## src/rtl/p_beid_interconnect_f0_ahb_mtx_pkg.sv

```systemverilog
// Shared bus-matrix definitions.
// AHB encodings and burst length lookup.
package p_beid_interconnect_f0_ahb_mtx_pkg;

  typedef enum logic [1:0] {
    HT_IDLE   = 2'b00,
    HT_BUSY   = 2'b01,
    HT_NONSEQ = 2'b10,
    HT_SEQ    = 2'b11
  } htrans_e;

  typedef enum logic [2:0] {
    HB_SINGLE = 3'b000,
    HB_INCR   = 3'b001,
    HB_WRAP4  = 3'b010,
    HB_INCR4  = 3'b011,
    HB_WRAP8  = 3'b100,
    HB_INCR8  = 3'b101,
    HB_WRAP16 = 3'b110,
    HB_INCR16 = 3'b111
  } hburst_e;

  // Beats remaining after the NONSEQ beat.
  // INCR has no length; caller supplies its cap.
  function automatic logic [3:0] burst_remain(
    input logic [2:0] hburst,
    input logic [3:0] incr_m1
  );
    logic [3:0] r;
    r = '0;
    unique case (hburst)
      HB_SINGLE: r = 4'd0;
      HB_INCR:   r = incr_m1;
      HB_WRAP4:  r = 4'd3;
      HB_INCR4:  r = 4'd3;
      HB_WRAP8:  r = 4'd7;
      HB_INCR8:  r = 4'd7;
      HB_WRAP16: r = 4'd15;
      HB_INCR16: r = 4'd15;
    endcase
    return r;
  endfunction

endpackage

```

## src/rtl/p_beid_interconnect_f0_ahb_mtx_qos_arbiter_if.sv

```systemverilog
// Slave-port arbiter bundle.
// master drives requests and bus state; slave returns the grant.
interface p_beid_interconnect_f0_ahb_mtx_qos_arbiter_if #(
  parameter int NPORTS = 4,
  parameter int PW     = 2
);
  logic [NPORTS-1:0] req_port;
  logic [NPORTS-1:0] prio_hi;
  logic              HREADYM;
  logic              HSELM;
  logic [1:0]        HTRANSM;
  logic [2:0]        HBURSTM;
  logic              HMASTLOCKM;
  logic [PW-1:0]     addr_in_port;
  logic              no_port;
  logic              grant_chg;

  modport master (
    output req_port, prio_hi, HREADYM, HSELM,
    output HTRANSM, HBURSTM, HMASTLOCKM,
    input  addr_in_port, no_port, grant_chg
  );

  modport slave (
    input  req_port, prio_hi, HREADYM, HSELM,
    input  HTRANSM, HBURSTM, HMASTLOCKM,
    output addr_in_port, no_port, grant_chg
  );
endinterface

```

## src/rtl/p_beid_interconnect_f0_ahb_mtx_rr_pick.sv

```systemverilog
// Round-robin picker.
// First set candidate at or after start, wrapping.
module p_beid_interconnect_f0_ahb_mtx_rr_pick #(
  parameter int NPORTS = 4,
  parameter int PW     = 2
) (
  input  logic [NPORTS-1:0] cand,
  input  logic [PW-1:0]     start,
  output logic              found,
  output logic [PW-1:0]     idx
);

  // Scan farthest first so the nearest hit wins.
  always_comb begin
    found = 1'b0;
    idx   = '0;
    for (int i = NPORTS - 1; i >= 0; i--) begin
      logic [PW-1:0] j;
      j = PW'((int'(start) + i) % NPORTS);
      if (cand[j]) begin
        found = 1'b1;
        idx   = j;
      end
    end
  end

endmodule

```

## src/rtl/p_beid_interconnect_f0_ahb_mtx_qos_arbiter.sv

```systemverilog
// Bus-matrix slave-port output-stage arbiter.
// Two-class round-robin with burst/lock grant hold.
module p_beid_interconnect_f0_ahb_mtx_qos_arbiter
  import p_beid_interconnect_f0_ahb_mtx_pkg::*;
#(
  parameter int NPORTS    = 4,
  parameter int PW        = 2,
  parameter int INCR_HOLD = 4
) (
  input logic HCLK,
  input logic HRESETn,
  p_beid_interconnect_f0_ahb_mtx_qos_arbiter_if.slave bus
);

  localparam logic [3:0] INCR_M1 = 4'(INCR_HOLD - 1);
  localparam logic [PW-1:0] LAST = PW'(NPORTS - 1);

  logic [3:0]        remain;
  logic [3:0]        next_remain;
  logic              hold;
  logic              next_hold;
  logic [PW-1:0]     grant_q;
  logic [PW-1:0]     next_addr;
  logic              no_port_q;
  logic              next_no_port;
  logic              grant_chg_q;
  logic [NPORTS-1:0] hi_req;
  logic [NPORTS-1:0] cand;
  logic [PW-1:0]     start;
  logic              pick_found;
  logic [PW-1:0]     pick_idx;

  assign bus.addr_in_port = grant_q;
  assign bus.no_port      = no_port_q;
  assign bus.grant_chg    = grant_chg_q;

  // Beats still owed to the current burst.
  always_comb begin
    next_remain = remain;
    if (!bus.HSELM) begin
      next_remain = '0;
    end else begin
      unique case (bus.HTRANSM)
        HT_IDLE:   next_remain = '0;
        HT_BUSY:   next_remain = remain;
        HT_NONSEQ: next_remain = burst_remain(bus.HBURSTM, INCR_M1);
        HT_SEQ:    next_remain = hold ? remain - 4'd1 : '0;
        default:   next_remain = 'x;
      endcase
    end
  end

  assign next_hold = (next_remain != 4'd0);

  // High class pre-empts low class at every arbitration point.
  assign hi_req = bus.req_port & bus.prio_hi;
  assign cand   = (|hi_req) ? hi_req : bus.req_port;

  // Owner is visited last; with no owner start at port 0.
  always_comb begin
    start = '0;
    if (!no_port_q && grant_q != LAST)
      start = grant_q + 1'b1;
  end

  p_beid_interconnect_f0_ahb_mtx_rr_pick #(
    .NPORTS (NPORTS),
    .PW     (PW)
  ) u_pick (
    .cand  (cand),
    .start (start),
    .found (pick_found),
    .idx   (pick_idx)
  );

  // Next grant; an idle selected slave parks on its owner.
  always_comb begin
    next_addr    = grant_q;
    next_no_port = no_port_q;
    if (bus.HMASTLOCKM || next_hold) begin
      next_addr    = grant_q;
    end else if (pick_found) begin
      next_addr    = pick_idx;
      next_no_port = 1'b0;
    end else if (!(bus.HSELM && !no_port_q)) begin
      next_no_port = 1'b1;
    end
  end

  // State advances only on completed slave transfers.
  always_ff @(posedge HCLK or negedge HRESETn) begin
    if (!HRESETn) begin
      remain      <= '0;
      hold        <= 1'b0;
      grant_q     <= '0;
      no_port_q   <= 1'b1;
      grant_chg_q <= 1'b0;
    end else begin
      grant_chg_q <= 1'b0;
      if (bus.HREADYM) begin
        remain      <= next_remain;
        hold        <= next_hold;
        grant_q     <= next_addr;
        no_port_q   <= next_no_port;
        grant_chg_q <= (next_addr != grant_q) ||
                       (next_no_port != no_port_q);
      end
    end
  end

endmodule

```

## src/flat_wrapper.sv

```systemverilog
// flat-port wrapper written by rule: the top's interface ports become plain ports
module p_beid_interconnect_f0_ahb_mtx_qos_arbiter_flat import p_beid_interconnect_f0_ahb_mtx_pkg::*;
#(
  parameter int NPORTS    = 4,
  parameter int PW        = 2,
  parameter int INCR_HOLD = 4
)
  (HCLK, HRESETn, bus_req_port, bus_prio_hi, bus_HREADYM, bus_HSELM, bus_HTRANSM, bus_HBURSTM, bus_HMASTLOCKM, bus_addr_in_port, bus_no_port, bus_grant_chg);
  p_beid_interconnect_f0_ahb_mtx_qos_arbiter_if #(.NPORTS(NPORTS), .PW(PW)) bus_i ();
  input logic HCLK;
  input logic HRESETn;
  input wire logic [$bits(bus_i.req_port)-1:0] bus_req_port;
  input wire logic [$bits(bus_i.prio_hi)-1:0] bus_prio_hi;
  input wire logic [$bits(bus_i.HREADYM)-1:0] bus_HREADYM;
  input wire logic [$bits(bus_i.HSELM)-1:0] bus_HSELM;
  input wire logic [$bits(bus_i.HTRANSM)-1:0] bus_HTRANSM;
  input wire logic [$bits(bus_i.HBURSTM)-1:0] bus_HBURSTM;
  input wire logic [$bits(bus_i.HMASTLOCKM)-1:0] bus_HMASTLOCKM;
  output wire logic [$bits(bus_i.addr_in_port)-1:0] bus_addr_in_port;
  output wire logic [$bits(bus_i.no_port)-1:0] bus_no_port;
  output wire logic [$bits(bus_i.grant_chg)-1:0] bus_grant_chg;
  assign bus_i.req_port = bus_req_port;
  assign bus_i.prio_hi = bus_prio_hi;
  assign bus_i.HREADYM = bus_HREADYM;
  assign bus_i.HSELM = bus_HSELM;
  assign bus_i.HTRANSM = bus_HTRANSM;
  assign bus_i.HBURSTM = bus_HBURSTM;
  assign bus_i.HMASTLOCKM = bus_HMASTLOCKM;
  assign bus_addr_in_port = bus_i.addr_in_port;
  assign bus_no_port = bus_i.no_port;
  assign bus_grant_chg = bus_i.grant_chg;
  p_beid_interconnect_f0_ahb_mtx_qos_arbiter #(.NPORTS(NPORTS), .PW(PW), .INCR_HOLD(INCR_HOLD)) u_core (.HCLK(HCLK), .HRESETn(HRESETn), .bus(bus_i));
endmodule
```

## config.mk

```make
export PLATFORM = sky130hd
export DESIGN_NAME = p_beid_interconnect_f0_ahb_mtx_qos_arbiter_flat
export DESIGN_NICKNAME = d
export VERILOG_FILES = /design/src/rtl/p_beid_interconnect_f0_ahb_mtx_pkg.sv /design/src/rtl/p_beid_interconnect_f0_ahb_mtx_qos_arbiter_if.sv /design/src/rtl/p_beid_interconnect_f0_ahb_mtx_rr_pick.sv /design/src/rtl/p_beid_interconnect_f0_ahb_mtx_qos_arbiter.sv /design/src/flat_wrapper.sv
export SDC_FILE = /design/constraint.sdc
export NUM_CORES = 1
export LEC_CHECK = 0
export BUFFER_PORTS_ARGS = -buffer_cell sky130_fd_sc_hd__buf_2
export CAP_MARGIN = 20
export CORE_MARGIN = 4
export CORE_UTILIZATION = 56
export CTS_BUF_LIST = sky130_fd_sc_hd__clkbuf_8
export DETAILED_ROUTE_END_ITERATION = 10
export PLACE_DENSITY_LB_ADDON = 0.15
export SLEW_MARGIN = 20
export SYNTH_ARGS = -nofsm -noshare
export SYNTH_HDL_FRONTEND = slang
export SYNTH_SLANG_ARGS = --single-unit
```

## constraint.sdc

```tcl
create_clock -name HCLK -period 3.3 [get_ports HCLK]
set_input_delay 0.495 -clock HCLK [delete_from_list [all_inputs] [get_ports HCLK]]
set_output_delay 0.495 -clock HCLK [all_outputs]
set_load 0.005 [all_outputs]
```

# Word level (Yosys, flattened, before mapping)

Memories as Yosys holds them, arrays and structs flattened.
Index checks and enable logic that the tools add are counted.

Output and inout port bits: 4
Bits in read-only memories: 32
Register bits: 9
Logic and storage cells: 57
Memories kept: 1
Input bits: 18

$lt $le $gt $ge: 4
Reduce and logical (&&, ||, !) cells: 8
Bitwise gates (word level): 1
Add/sub/neg operators: 5
Equal/unequal tests: 6
Mux-type cells: 27

Memories:

| memory           | words | width | rd ports | clocked after memory_dff | wr ports | RTL line                                 | source |
|---|---|---|---|---|---|---|---|
| (name not given) | 8     | 4     | 1        | 0                        | 0        | p_beid_interconnect_f0_ahb_mtx_pkg.sv:31 | `unique case (hburst)` |

Operators with widths:

| operator                                                   | number |
|---|---|
| one-hot mux 4 bit (4 select lines)                         | 1 |
| 2-to-1 mux 2 bit                                           | 7 |
| less-than comparator 2 x 3 -> 1 bit, second input constant | 4 |
| 2-to-1 mux 1 bit                                           | 12 |
| 2-to-1 mux 4 bit                                           | 3 |
| binary-select mux 1 bit (select 2 bit)                     | 4 |
| adder 2 x 1 -> 2 bit, second input constant                | 2 |
| adder 2 bit, second input constant                         | 2 |
| bitwise AND 4 bit                                          | 1 |
| equality test 2 bit, second input constant                 | 2 |
| nonzero test 4 bit                                         | 1 |
| OR reduction 4 bit                                         | 1 |
| subtractor 4 x 1 -> 4 bit, second input constant           | 1 |
| equality test 2 x 1 -> 1 bit, second input constant        | 1 |
| logical AND 1 bit                                          | 2 |
| logical NOT 2 bit                                          | 1 |
| logical OR 1 bit                                           | 2 |
| inequality test 2 bit                                      | 1 |
| inequality test 2 bit, second input constant               | 1 |
| logical NOT 1 bit                                          | 1 |
| inequality test 1 bit                                      | 1 |

# Logic depth before layout (Yosys ltp)

Word-level depth: 15
Depth in mapped cells: 10
Depth with buffers taken out: 9

# Hierarchy

Synthesis repeated with hierarchy kept, for this count alone.

Cell total of the unflattened synthesis: 86
Area total of the unflattened synthesis: 728.2 um^2

Modules (own cells, without submodules):

| module                                     | seq. area each (um^2) | area each (um^2) | instances | cells an instance |
|---|---|---|---|---|
| p_beid_interconnect_f0_ahb_mtx_qos_arbiter | 226.5                 | 650.6            | 1         | 73 |
| p_beid_interconnect_f0_ahb_mtx_rr_pick     | 0.0                   | 77.6             | 1         | 13 |

# Worst setup path before layout

No wires, ideal clock.

Path type: flip-flop to flip-flop
Start: reg u_core.grant_q[0] (netlist: u_core.bus.addr_in_port[0])
End: reg u_core.grant_q[0] (netlist: u_core.bus.addr_in_port[0])
Arrival time: 2.497 ns
Setup time: 0.127 ns
Buffers on the path: 2
Clock period less this slack: 2.625 ns
Path slack: 0.675 ns
Cell stages (with the launch flop): 11
Required time: 3.173 ns
Path through: dfrtp_1 > ha_1 > or3_1 > buf_2 > buf_6 > mux2i_1 > o22a_1 > nor4b_2 > nor4_2 > and2_4 > mux2_1

Word-level cells in the longest chain between the ends: 12
Elaborated cells on any way between the ends: 25
Those cells by class: 4 x add/sub; 1 x eq/ne; 19 x mux; 1 x reduce/logical

RTL lines:

| item                                                          | RTL line                                          | source |
|---|---|---|
| start: declaration                                            | p_beid_interconnect_f0_ahb_mtx_qos_arbiter.sv:22  | `logic [PW-1:0] grant_q;` |
| start signal: assignment                                      | p_beid_interconnect_f0_ahb_mtx_qos_arbiter.sv:103 | `grant_q <= next_addr;` |
| branches (longest 11 deep; another with adder 2 x 1 -> 2 bit) | --                                                |  |
| 2-to-1 mux 2 bit *                                            | p_beid_interconnect_f0_ahb_mtx_qos_arbiter.sv:80  | `if (bus.HMASTLOCKM \|\| next_hold) begin` |

Mark *: on every way between the ends. The select of a mux whose other input is x is not followed.
A chain may end at the register's enable or synchronous reset.

# Worst setup path after layout

Same ends and word-level chain as after synthesis.

==> flow_summary.rst <==
.. list-table::
   :header-rows: 1

   * - Metric
     - Value
   * - Area overhead of the layout relative to synthesis
     - 14.4%
   * - Fin nets
     - 161
   * - Primary flip-flop cell chosen by synthesis mapping
     - sky130_fd_sc_hd__dfrtp_1
   * - Num rows
     - 15
   * - WL met3
     - between 150 and 200 um
   * - Worst setup slack before clock tree synthesis
     - 313 ps
   * - Area of the die
     - about 2600 um2
   * - Clk pin slew, worst setup/hold paths
     - about 50 ps
   * - Number of max-slew violations in the final report
     - 0
   * - Maximum fanout encountered on the critical timing path
     - 12
   * - Critical path startpoint category
     - register
   * - Core Util, Final
     - roughly two thirds
   * - First-pass GRT wire length
     - between 3000 and 4000 um
   * - Peak supply drop
     - ~0.54 mV
   * - Fraction of synthesized cell area taken by the top area cell type
     - 19.7%
   * - DRC violations left
     - 0
   * - Final setup violation count
     - 0
   * - Number of distinct library cells after synthesis
     - 51
   * - Avg Vias per Cell
     - a little over 6
   * - Worst Slack Setup Final
     - around 320 ps
   * - Met2 WL
     - 932 um
   * - Post-Synthesis Net Count
     - 140
   * - Final weighted congestion in routability-driven placement
     - approximately 0.9
   * - Post-CTS repair timing setup buffer count
     - 0
   * - Drt first pass iters
     - 4
   * - Clock period minus worst slack
     - 2980 ps
   * - Worst Max-Slew Pin Slew
     - 502 ps
   * - Clock sink count
     - 9
   * - Height of the chip
     - between 50 and 60 um
   * - Root buffer cell
     - sky130_fd_sc_hd__clkbuf_8
   * - Total core area
     - 1730 um2
   * - Number of global-route vias before repair
     - approximately 910
   * - Antenna violations before repair
     - 0
   * - Number of synthesized flops with an enable pin
     - 0
   * - Gates resized, CTS repair
     - 0
   * - Endpoint arrival time on the critical path
     - 3090 ps
   * - Number of standard cells after synthesis
     - 120
   * - DR vias
     - around 1000
   * - Clk buf depth
     - 2
   * - Achievable frequency
     - around 340 MHz
   * - Post-route met1 wirelength
     - about 1100 um
   * - Power Dens Cells
     - approximately 750 nW/um2
   * - Number of CTS-inserted buffers
     - 3
   * - Detailed-route wire length per cell
     - between 10 and 15 um
   * - Placed cell area
     - approximately 1100 um2
   * - Highest metal used
     - met4
   * - I/O pin count
     - 22
   * - TritonCTS clock tree
     - yes
   * - Width of the die
     - 50.6 um
   * - Crit end category
     - register
   * - Global route total overflow
     - 0
   * - Remaining antenna violation count after routing
     - 0
   * - Count of endpoints failing hold in the final timing report
     - 0
   * - Max Cap Viol
     - 0
   * - Leak pwr
     - 0.520 nW
   * - Setup TNS
     - 0 ps
   * - Type of the setup path with the least slack
     - reg -> reg
   * - Setup slack of the worst register-to-register path
     - 320 ps
   * - Initial DRC count
     - 19
   * - Largest net degree at the start of global routing
     - 13
   * - Combined area of all synthesized cells
     - 1010 um2
   * - Yosys warning count
     - 0
   * - Synthesized area per cell
     - around 8.5 um2
   * - Run status
     - complete, no violations
   * - Starting utilization of the core area
     - 58.8%
   * - Overall global routing resource usage
     - around a fifth
   * - Final worst path period share
     - between 90% and 100%
   * - Skew final
     - around 3.0 ps
   * - Number of synthesized register bits
     - 9
   * - Count of input and output buffers
     - 21
   * - Largest area contributor in the synthesized netlist
     - sky130_fd_sc_hd__dfrtp_1
   * - Sum of routed wire length over all layers
     - 2250 um
   * - Unrepaired setup endpoints after global routing
     - no
   * - Sequential cell area fraction in the yosys report
     - between 20% and 30%
   * - Leading post-synthesis cells by cell area
     - sky130_fd_sc_hd__dfrtp_1 20%, sky130_fd_sc_hd__mux2i_1 5.9%, sky130_fd_sc_hd__nand2_1 4.8%
   * - N_diodes
     - 0
   * - Ys async rst share
     - 100%
   * - Detailed placement HPWL
     - 1750 um
   * - Data required time of the worst path
     - 3420 ps
   * - Class of the worst hold path
     - in -> async
   * - Hold buffer count at cts
     - 0
   * - Worst hold margin
     - between 90 and 100 ps
   * - Share of post-route cells with drive strength above 1
     - between 20% and 30%
   * - Total non-filler cell area in the finished layout
     - approximately 1200 um2
   * - Worst slew slack as a fraction of its limit
     - roughly 67%
   * - Clk Latency, worst-skew pair
     - between 200 and 250 ps
   * - Max H-tree Level
     - 1
-- sequential cells by signal, indices dropped and copies added (netlist names) --
register,cells
u_core.hold,1
u_core.bus.addr_in_port,2
u_core.bus.no_port,1
u_core.bus.grant_chg,1
u_core.remain,4
-- report_power, final --
group / internal [W] / switching (W)
combinational: 0.000265 / 0.000302
clock: 0.0000811 / 0.0000447
sequential: 0.000142 / 0.0000420
-- area by class of cell --
cell class	count	area, um2
Clock buffer	3	41.3
Multi-Input combinational cell	100	731
Sequential cell	9	226
Clock inverter	1	3.75
Inverter	6	22.5
Fill cell	152	566
Tap cell	25	31.3
Timing Repair Buffer	21	105
-- metal layers --
| metal | vias to the layer above | GRT usage (%) |
|---|---|---|
| li1 | 493 | - |
| met1 | 471 | 28.1 |
| met2 | 34 | 28.3 |
| met3 | 4 | 2.97 |
| met4 | 0 | 6.73 |
| met5 | - | 0 |
-- per-stage QoR --
step	total power (W)	cells
final	0.000876	165
after global placement	0.000736	161
after floorplan	0.000659	120
after CTS	0.000879	165
after global routing	0.000959	165
after detailed placement	0.000748	161
-- worst max-delay path, stage by stage (launching register included) --
cell                      delay [ps]
sky130_fd_sc_hd__dfrtp_1         480
sky130_fd_sc_hd__ha_1            300
sky130_fd_sc_hd__or3_1           590
sky130_fd_sc_hd__mux2i_1         240
sky130_fd_sc_hd__o22a_1          250
sky130_fd_sc_hd__nor4b_2         160
sky130_fd_sc_hd__nor4_2          280
sky130_fd_sc_hd__and2_4          230
sky130_fd_sc_hd__mux2_1          320
-- synth_stat cells, types with 2 or more instances --
library cell / n
sky130_fd_sc_hd__nand2_1: 13
sky130_fd_sc_hd__dfrtp_1: 8
sky130_fd_sc_hd__nor2_1: 7
sky130_fd_sc_hd__inv_1: 6
sky130_fd_sc_hd__mux2i_1: 6
sky130_fd_sc_hd__nand2b_1: 6
sky130_fd_sc_hd__o21ai_0: 6
sky130_fd_sc_hd__a21oi_1: 5
sky130_fd_sc_hd__nand3b_1: 4
sky130_fd_sc_hd__a211oi_1: 3
sky130_fd_sc_hd__a22oi_1: 3
sky130_fd_sc_hd__nor2b_1: 3
sky130_fd_sc_hd__nor3_1: 3
sky130_fd_sc_hd__nor3b_1: 3
sky130_fd_sc_hd__o21a_1: 3
sky130_fd_sc_hd__a32oi_1: 2
sky130_fd_sc_hd__buf_6: 2
sky130_fd_sc_hd__clkbuf_1: 2
sky130_fd_sc_hd__ha_1: 2
sky130_fd_sc_hd__nor4_1: 2
-- cell families after synthesis --
family	Yosys count	share of synthesized area (%)
xor+xnor	2	1.73
compound gates	38	29.1
mux	9	10.4
buf+inv	11	5.67
flops	9	22.3
simple gates	49	28.4
fa+ha+maj	2	2.47
-- placed cells by master (no fill, tap or decap), types with 2 or more instances in the layout --
master                     count
sky130_fd_sc_hd__a211oi_1      3
sky130_fd_sc_hd__a21oi_1       5
sky130_fd_sc_hd__a22oi_1       3
sky130_fd_sc_hd__a32oi_1       2
sky130_fd_sc_hd__buf_2        21
sky130_fd_sc_hd__clkbuf_8      3
sky130_fd_sc_hd__dfrtp_1       8
sky130_fd_sc_hd__ha_1          2
sky130_fd_sc_hd__inv_1         7
sky130_fd_sc_hd__mux2i_1       6
sky130_fd_sc_hd__nand2_1      13
sky130_fd_sc_hd__nand2b_1      6
sky130_fd_sc_hd__nand3b_1      4
sky130_fd_sc_hd__nor2_1        7
sky130_fd_sc_hd__nor2b_1       3
sky130_fd_sc_hd__nor3_1        3
sky130_fd_sc_hd__nor3b_1       3
sky130_fd_sc_hd__nor4_1        2
sky130_fd_sc_hd__o21a_1        3
sky130_fd_sc_hd__o21ai_0       6
-- final timing paths --
check,from,endpoint,depth (start not counted)
setup / recovery,u_core.bus.addr_in_port[0]$_DFFE_PN0P_,u_core.bus.addr_in_port[0]$_DFFE_PN0P_,8
hold / removal,HRESETn,u_core.remain[3]$_DFFE_PN0P_,1
setup reg to reg,u_core.bus.addr_in_port[0]$_DFFE_PN0P_,u_core.bus.addr_in_port[0]$_DFFE_PN0P_,8
hold reg to reg,u_core.remain[2]$_DFFE_PN0P_,u_core.remain[2]$_DFFE_PN0P_,1
max in group asynchronous,HRESETn,u_core.bus.no_port$_DFFE_PN1P_,1
min in group HCLK,u_core.remain[2]$_DFFE_PN0P_,u_core.remain[2]$_DFFE_PN0P_,1
(Power assumes the default switching activity.)
